<file path="config.mk">
export PLATFORM = sky130hd
export DESIGN_NAME = run_controller
export DESIGN_NICKNAME = d
export VERILOG_FILES = /design/src/rtl/run_controller.sv
export SDC_FILE = /design/constraint.sdc
export NUM_CORES = 1
export LEC_CHECK = 0
export BUFFER_PORTS_ARGS = -buffer_cell sky130_fd_sc_hd__buf_2
export CAP_MARGIN = 20
export CORE_ASPECT_RATIO = 0.5
export CORE_MARGIN = 10
export CORE_UTILIZATION = 40
export CTS_BUF_LIST = sky130_fd_sc_hd__clkbuf_4 sky130_fd_sc_hd__clkbuf_8 sky130_fd_sc_hd__clkbuf_16
export CTS_CLUSTER_DIAMETER = 50
export DETAILED_ROUTE_END_ITERATION = 8
export GPL_TIMING_DRIVEN = 0
export HOLD_SLACK_MARGIN = 0.15
export PLACE_DENSITY = 0.58
export SYNTH_ARGS = -nofsm -noshare
export SYNTH_HDL_FRONTEND = slang
export SYNTH_SLANG_ARGS = --single-unit
</file>
<file path="constraint.sdc">
create_clock -name clock -period 2.7 [get_ports clock]
set_input_delay 0.135 -clock clock [delete_from_list [all_inputs] [get_ports clock]]
set_output_delay 0.135 -clock clock [all_outputs]
set_load 0.1 [all_outputs]
</file>
<file path="src/rtl/run_controller.sv">
// Rail Rush game-flow controller: run FSM, lives, invulnerability window, speed ramp, score.
// Define RUN_CTRL_SPEED_RAMP_EN to enable the in-run speed ramp; otherwise speed stays at START_SPEED.
module run_controller #(
   parameter int START_LIVES       = 3,
   parameter int START_SPEED       = 4,
   parameter int MAX_SPEED         = 12,
   parameter int RAMP_FRAMES       = 600,
   parameter int HIT_FREEZE_FRAMES = 30,
   parameter int INVULN_FRAMES     = 90,
   parameter int OVER_HOLD_FRAMES  = 120
) (
   input  logic        clock,
   input  logic        reset_n,
   input  logic        frame_done,
   input  logic        start_btn,
   input  logic        hit,
   output logic        game_active,
   output logic [3:0]  speed,
   output logic [1:0]  lives,
   output logic [15:0] score,
   output logic        invuln_blink,
   output logic        game_over
);
   if (START_LIVES < 1 || START_LIVES > 3 || MAX_SPEED > 15 || START_SPEED > MAX_SPEED ||
       RAMP_FRAMES < 1 || RAMP_FRAMES > 1023 ||
       HIT_FREEZE_FRAMES < 1 || HIT_FREEZE_FRAMES > 255 ||
       INVULN_FRAMES < 1 || INVULN_FRAMES > 255 ||
       OVER_HOLD_FRAMES < 1 || OVER_HOLD_FRAMES > 255) begin : g_bad_param
      $error("run_controller: parameter out of range");
   end

   localparam logic [1:0] LIVES_INIT = 2'(START_LIVES);
   localparam logic [3:0] SPEED_INIT = 4'(START_SPEED);
   localparam logic [3:0] SPEED_MAX  = 4'(MAX_SPEED);
   localparam logic [7:0] FREEZE_LEN = 8'(HIT_FREEZE_FRAMES);
   localparam logic [7:0] INVULN_LEN = 8'(INVULN_FRAMES);
   localparam logic [7:0] HOLD_LEN   = 8'(OVER_HOLD_FRAMES);

   typedef enum logic [1:0] {IDLE, RUN, HIT, OVER} state_t;

   state_t      state, state_nx;
   logic [3:0]  speed_nx;
   logic [1:0]  lives_nx;
   logic [15:0] score_nx;
   logic [7:0]  invuln, invuln_nx;
   logic [7:0]  timer, timer_nx;   // freeze countdown in HIT, hold countdown in OVER
   logic        restart;
   logic        blink_nx;
   logic [16:0] score_sum;

`ifdef RUN_CTRL_SPEED_RAMP_EN
   localparam logic [9:0] RAMP_LAST = 10'(RAMP_FRAMES - 1);
   logic [9:0] ramp, ramp_nx;
`endif

   assign score_sum = {1'b0, score} + {13'd0, speed};

   always_comb begin
      state_nx  = state;
      speed_nx  = speed;
      lives_nx  = lives;
      score_nx  = score;
      invuln_nx = invuln;
      timer_nx  = timer;
      restart   = 1'b0;
`ifdef RUN_CTRL_SPEED_RAMP_EN
      ramp_nx   = ramp;
`endif
      case (state)
         IDLE: restart = start_btn;
         RUN: begin
            score_nx = score_sum[16] ? 16'hFFFF : score_sum[15:0];
            if (invuln != 8'd0) invuln_nx = invuln - 8'd1;
`ifdef RUN_CTRL_SPEED_RAMP_EN
            if (ramp == RAMP_LAST) begin
               ramp_nx = 10'd0;
               if (speed < SPEED_MAX) speed_nx = speed + 4'd1;
            end else begin
               ramp_nx = ramp + 10'd1;
            end
`endif
            // Ramp step and score add still apply on the frame of a hit
            if (hit && invuln == 8'd0) begin
               if (lives > 2'd1) begin
                  lives_nx = lives - 2'd1;
                  state_nx = HIT;
                  timer_nx = FREEZE_LEN;
               end else begin
                  lives_nx = 2'd0;
                  state_nx = OVER;
                  timer_nx = HOLD_LEN;
               end
            end
         end
         HIT: begin
            timer_nx = timer - 8'd1;
            if (timer <= 8'd1) begin
               timer_nx  = 8'd0;
               state_nx  = RUN;
               invuln_nx = INVULN_LEN;
            end
         end
         OVER: begin
            if (timer != 8'd0) timer_nx = timer - 8'd1;
            else               restart  = start_btn;
         end
         default: state_nx = IDLE;
      endcase

      if (restart) begin
         state_nx  = RUN;
         lives_nx  = LIVES_INIT;
         speed_nx  = SPEED_INIT;
         score_nx  = 16'd0;
         invuln_nx = 8'd0;
         timer_nx  = 8'd0;
`ifdef RUN_CTRL_SPEED_RAMP_EN
         ramp_nx   = 10'd0;
`endif
      end

      blink_nx = (state_nx == RUN) && (invuln_nx != 8'd0) && invuln_nx[3];
   end

   always_ff @(posedge clock or negedge reset_n) begin
      if (!reset_n) begin
         state        <= IDLE;
         speed        <= SPEED_INIT;
         lives        <= LIVES_INIT;
         score        <= 16'd0;
         invuln       <= 8'd0;
         timer        <= 8'd0;
         game_active  <= 1'b0;
         invuln_blink <= 1'b0;
         game_over    <= 1'b0;
`ifdef RUN_CTRL_SPEED_RAMP_EN
         ramp         <= 10'd0;
`endif
      end else if (frame_done) begin
         state        <= state_nx;
         speed        <= speed_nx;
         lives        <= lives_nx;
         score        <= score_nx;
         invuln       <= invuln_nx;
         timer        <= timer_nx;
         game_active  <= (state_nx == RUN);
         invuln_blink <= blink_nx;
         game_over    <= (state_nx == OVER);
`ifdef RUN_CTRL_SPEED_RAMP_EN
         ramp         <= ramp_nx;
`endif
      end
   end
endmodule

</file>
==> results of run 1 <==
==> final timing paths <==
check / from / endpoint / slack (ns) / cells past startpoint
worst min-delay path: frame_done / score[3] / 0.31 / 3
worst max register to register: state[0] / timer[2] / 0.21 / 9
worst max-delay path: state[0] / timer[2] / 0.21 / 9
min in group asynchronous: reset_n / timer[2] / 0.51 / 2
worst min register to register: lives[0] / lives[0] / 0.50 / 2
max in group asynchronous: reset_n / score[9] / 1.63 / 2
==> cells by family (layout without fill, tap and decap cells) <==
logic type                 after synthesis  after routing  share of synthesized area (%)
AOI/OAI and AO/OA                      116            116                          28.23
and+or+nand+nor                        104            104                          22.60
adders and majority gates                9              9                          4.292
buffers and inverters                   34             68                          7.010
other                                    2              4                         0.2862
DFF                                     38             38                          36.34
muxes                                    3              3                          1.240
==> layout make-up <==
type,count,area [sq um],share of cell area (%)
clock buffer,6,138.9,4.564
multi-input combinational,236,1505,49.47
buffer,22,142.6,4.688
timing repair buffer,26,135.1,4.441
tap,88,110.1,3.618
inverter,12,45.04,1.480
sequential,38,953.4,31.33
clock inverter,2,12.51,0.4112
==> registers in the layout, summed over array words and instances, names as in the netlist <==
signal        flops
game_active       1
score            15
invuln            8
state             2
invuln_blink      1
game_over         1
timer             8
lives             2
==> power by group <==
part	internal [mW]	total (mW)	switching, mW
combinational	0.644	2.15	1.51
sequential	0.772	1.02	0.251
clock	0.366	0.605	0.240
total	1.78	3.78	2.00
==> layer usage <==
layer / vias to the layer above / share of wire (%) / global-route usage (%)
li1: 1217 / - / -
met1: 1213 / 49 / 19.03
met2: 69 / 45 / 22.18
met3: 6 / 5.6 / 3.901
met4: 0 / 0.74 / 3.672
met5: - / 0 / 0
==> cells in the mapped netlist, types with 4 or more instances <==
master | n | share of area (%)
a21oi_1 | 36 | 6.9
nor2_1 | 12 | 1.7
o22ai_1 | 4 | 0.95
buf_4 | 7 | 2.0
inv_1 | 12 | 1.7
nand2_1 | 23 | 3.3
and4_1 | 4 | 1.3
nand4_1 | 4 | 0.95
ha_1 | 9 | 4.3
a31oi_1 | 7 | 1.7
a41oi_1 | 6 | 2.0
o21ai_0 | 32 | 6.1
nor3_1 | 10 | 1.9
nand3_1 | 15 | 2.9
o211ai_1 | 4 | 1.1
dfrtp_1 | 36 | 34
and3_1 | 6 | 1.4
and2_1 | 5 | 1.2
nand2b_1 | 5 | 1.2
clkbuf_1 | 10 | 1.4
==> tightest hold or removal path, stage by stage <==
cell and delay [ns]:
buf_2 0.14, o21ai_0 0.19, o2bb2ai_1 0.09
==> what timing repair did <==
action / 4_1_cts / 5_1_grt
hold endpoints to repair: 36 / 0
endpoints found under the setup margin: 0 / 25
resized for setup: 0 / 9
hold buffers: 1 / 0
==> stage by stage <==
step | cell area (sq um) | hold slack [ns]
after floorplan | 2631 | -0.1606
after global placement | 2867 | 0.3061
after detailed placement | 2867 | 0.3149
after CTS | 3028 | 0.2946
after global routing | 3043 | 0.3442
final | 3043 | 0.3128
==> qor.txt, run 1 <==
Status - finished clean
CP cell instances - ha_1, clkbuf_2, nor4bb_2, a21oi_1, or2_1, clkbuf_1, buf_2, nand2_1, o22ai_1
Wirelength per Cell - 17.31 um
Post-Syn Area - 0.002624 sq mm
Setup tns final - 0 ns
Post-CTS Setup Inserts - 0
Largest net degree at the start of global routing - 39
GRT Total Usage - 14.29%
TritonCTS Sinks - 38
CP Data Required Time - 2.90 ns
DRT Wirelength - 7442 um
CTS buffer count - 5
Final hold violations - 0
Die area - 0.01040 sq mm
Post-Synthesis Cells - 306
Leakage - 1.330 nW
Initial DRC count - 143
Arr. time, crit path - 2.69 ns
Async SR Flop Fraction - 100.0%
Pre-antenna DRT Iters - 4
Pre-CTS setup slack - 0.04719 ns
Clk Latency, worst-skew pair - 0.28 ns
DRC - 0
Reg clk slew, reported paths - 0.06 ns
Unique masters post-synth - 59
IO Port Bufs - 25
Crit path capture type - flop
Clock skew - 0.004391 ns
Sequential share of the synthesized area - 36.34%
Worst vdd ir - 0.0005047 V
Via count - 2505
Routability cong. - 0.8312
Final worst-path setup slack - 0.2088 ns
Number of synthesized flops with an enable pin - 0
Worst Hold Class - input pin to flop
Final Max Slew Viols - 0
Syn-to-layout area delta - 15.98%
H-tree depth - 2
Fmax - 0.4014 GHz
Max incr delay on CP - 0.43 ns
Core Rows - 20
Synth Register Bits - 38
Vias per cell - 5.826
CTS tree - done
CTS Root Cell - clkbuf_16
Commonest non-fill, non-tap cells in the layout - a21oi_1 (36), dfrtp_1 (36), o21ai_0 (32)
ANT cells - 0
Prevailing post-synth register cell - dfrtp_1
CTS Buffer Depth - 2
Buf+Inv Stages, Crit Path - 3
Share of layout cells above drive strength 1 - 19.88%
Chip Width - 134.5 um
NumNets Final - 355
Fin crit period - 2.491 ns
Crit path max-delay family - buffers and inverters
Final period utilization - 92.27%
Hpwl dp - 5418 um
Total power - 3.777 mW
Final ANT Viol Nets - 0
Final design utilization - 49.03%
GRT overflow - 0
Crit path max fanout - 10
Yosys warns - 0
Die Span Y - 77.27 um
Total of max-cap violations - 0
Final Setup Violations - 0
Worst setup SP type - flop
Total core area - 0.006206 sq mm
I/O pins - 30
Post-synthesis area per instance - 8.574 sq um
Fill cells - 634
First-pass GRT wire length - 12430 um
Vias in the first global route - 2425
Slowest cell on crit path - dfrtp_1
Post-Layout Cell Count - 430
Starting Density - 42.28%
Initial antenna violation count - 0
Dpl cells - 421
Worst slew pin tran - 0.8829 ns
PwrDens - 1241 mW/mm^2
Slew HR - 41.14%
Crit path kind - flop to flop
(Power assumes the default switching activity.)
==> run 2, diff against run 1 <==
- REMOVE_ABC_BUFFERS: default -> 1
==> run 2 against run 1 <==
  * Total power down 2.6%
  * Fmax down 0.79%
  * Combinational power down 6%
  * Final cell count down 4.9%
  * Global-route usage down 1.4 points
  * Critical endpoint is now game_active
  * Largest cell class unchanged
  * Largest power group unchanged
==> qor.txt, run 2 (same netlist as run 1, synthesis figures left out) <==
Dpl cells - 399 (was 421)
Syn-to-layout area delta - 11.21% (was 15.98%)
Clk Latency, worst-skew pair - 0.29 ns (was 0.28 ns)
Final Max Slew Viols - 0 (unchanged)
Crit path max-delay family - simple AND/OR/NAND/NOR gates (was buffers and inverters)
Top flop regs - score: 15 flops, invuln: 8 flops, timer: 8 flops (unchanged)
Max incr delay on CP - 0.54 ns (was 0.43 ns)
Hold Path End - lives[0] (was score[3])
Internal Power - 1.739 mW (was 1.781 mW)
Final hold violations - 0 (unchanged)
Fill cells - 633 (was 634)
H-tree depth - 2 (unchanged)
Worst Hold Class - input pin to flop (unchanged)
Fin crit period - 2.511 ns (was 2.491 ns)
GRT Total Usage - 12.93% (was 14.29%)
Comb pwr share - 55.2% (was 56.9%)
Crit path kind - flop to flop (unchanged)
I/O pins - 30 (unchanged)
Routability cong. - 0.8890 (was 0.8312)
Largest Register - score (unchanged)
Vias per cell - 5.907 (was 5.826)
Leakage - 1.253 nW (was 1.330 nW)
Slew HR - 42.83% (was 41.14%)
Wirelength per Cell - 16.50 um (was 17.31 um)
Crit path capture type - flop (unchanged)
Clock skew - 0.006301 ns (was 0.004391 ns)
CTS tree - done (unchanged)
CTS buffer count - 5 (unchanged)
Hpwl dp - 4623 um (was 5418 um)
First-pass GRT wire length - 11350 um (was 12430 um)
Sequential share of power - 28.2% (was 27.1%)
CP cell instances - ha_1, nor4bb_2, a21oi_1, or2_1, buf_8, nand3_1, o211a_1 (was ha_1, clkbuf_2, nor4bb_2, a21oi_1, or2_1, clkbuf_1, buf_2, nand2_1, o22ai_1)
Switching power - 1.939 mW (was 1.996 mW)
Initial antenna violation count - 0 (unchanged)
IO Port Bufs - 25 (unchanged)
Core Rows - 20 (unchanged)
RSZ-0062 raised after global routing - no
Via count - 2416 (was 2505)
Total power - 3.679 mW (was 3.777 mW)
Vias in the first global route - 2316 (was 2425)
PwrDens - 1261 mW/mm^2 (was 1241 mW/mm^2)
Buf+Inv Stages, Crit Path - 1 (was 3)
CTS Buffer Depth - 2 (unchanged)
Hold Path Cell Cnt - 4 (was 3)
ANT cells - 0 (unchanged)
Setup tns final - 0 ns (unchanged)
Die area - 0.01040 sq mm (unchanged)
Pre-antenna DRT Iters - 4 (unchanged)
TritonCTS Sinks - 38 (unchanged)
Reg-to-Reg Start - state[0] (unchanged)
NumNets Final - 334 (was 355)
Cell Area, Placed - 0.002728 sq mm (was 0.002867 sq mm)
Worst vdd ir - 0.0005189 V (was 0.0005047 V)
Clock power frac - 16.6% (was 16.0%)
Reg2Reg Depth - 7 (was 9)
Max FFs per register - 15 (unchanged)
Total core area - 0.006206 sq mm (unchanged)
Chip Width - 134.5 um (unchanged)
Post-Layout Cell Count - 409 (was 430)
Crit path max fanout - 18 (was 10)
Worst setup SP type - flop (unchanged)
Hold path start - hit (was frame_done)
Arr. time, crit path - 2.68 ns (was 2.69 ns)
Total of max-cap violations - 0 (unchanged)
DRT Wirelength - 6749 um (was 7442 um)
Die Span Y - 77.27 um (unchanged)
Post-CTS Setup Inserts - 0 (unchanged)
R2R setup slack - 0.19 ns (was 0.21 ns)
Commonest non-fill, non-tap cells in the layout - a21oi_1 (36), dfrtp_1 (36), o21ai_0 (32) (unchanged)
Reg clk slew, reported paths - 0.06 ns (about the same)
Switching share of power - 52.72% (was 52.85%)
Final ANT Viol Nets - 0 (unchanged)
Final design utilization - 47.02% (was 49.03%)
Fmax - 0.3982 GHz (was 0.4014 GHz)
GRT overflow - 0 (unchanged)
Initial DRC count - 126 (was 143)
Status - finished clean (unchanged)
Reg2reg end - game_active (was timer[2])
Share of layout cells above drive strength 1 - 17.13% (was 19.88%)
Largest net degree at the start of global routing - 42 (was 39)
DRC - 0 (unchanged)
Final Setup Violations - 0 (unchanged)
Starting Density - 42.28% (unchanged)
Slowest cell on crit path - or2_1 (was dfrtp_1)
Design Area, Final - 0.002918 sq mm (was 0.003043 sq mm)
CTS Root Cell - clkbuf_16 (unchanged)
Final period utilization - 93.00% (was 92.27%)
CP Data Required Time - 2.87 ns (was 2.90 ns)
Worst slew pin tran - 0.8575 ns (was 0.8829 ns)
[run 2: metrics by stage]
step,worst slack [ns],hold WS (ns)
after global placement,-0.01743,0.3012
after CTS,0.008126,0.3473
final,0.1890,0.3473
after global routing,0.007221,0.3840
after floorplan,0.1876,-0.1606
after detailed placement,0.0008433,0.3132
[run 2: routing by layer]
metal,track usage [%],vias to the layer above,share of wire (%),wire length (um)
met3,3.121,8,5.1,347
met4,4.536,0,1.1,76
met5,0,-,0,0
met2,20.08,53,45,3013
li1,-,1172,-,-
met1,17.02,1183,49,3312
[run 2: repair_timing]
item                                    CTS  global route
gates cloned                              0             0
endpoints found under the hold margin    36             0
endpoints found under the setup margin    2            27
resized for setup                         1             2
hold buffers                              1             0
[run 2: cell type report]
cell class	count	area, sq um	area share, %
clock buffer	6	138.9	4.760
clock inverter	2	12.51	0.4288
inverter	12	45.04	1.544
multi-input combinational	236	1508	51.67
sequential	38	953.4	32.68
tap	88	110.1	3.774
timing repair buffer	27	150.1	5.146
[run 2: power groups by stage]
stage | clock network [mW] | logic [mW] | registers (mW)
6_report | 0.609 | 2.03 | 1.04
5_1_grt | 0.652 | 2.23 | 1.07
4_1_cts | 0.626 | 2.02 | 1.03
3_5_place_dp | 0 | 2.01 | 1.04
3_3_place_gp | 0 | 2.00 | 1.03
2_1_floorplan | 0 | 1.08 | 1.53
[run 2: how the worst max path moves through the flow]
stage,startpoint,endpoint,cells after the start
floorplan,score[2],score[9],6
global placement,state[0],timer[2],7
detailed placement,state[0],timer[2],7
CTS,timer[0],invuln[6],7
global route,state[0],game_active,7
finish,state[0],game_active,7
[run 2: worst reg2reg max path: stages, from the launching register on]
cell,delay [ns]
dfrtp_1,0.43
ha_1,0.31
nor4bb_2,0.22
a21oi_1,0.29
or2_1,0.54
buf_8,0.24
nand3_1,0.16
o211a_1,0.21
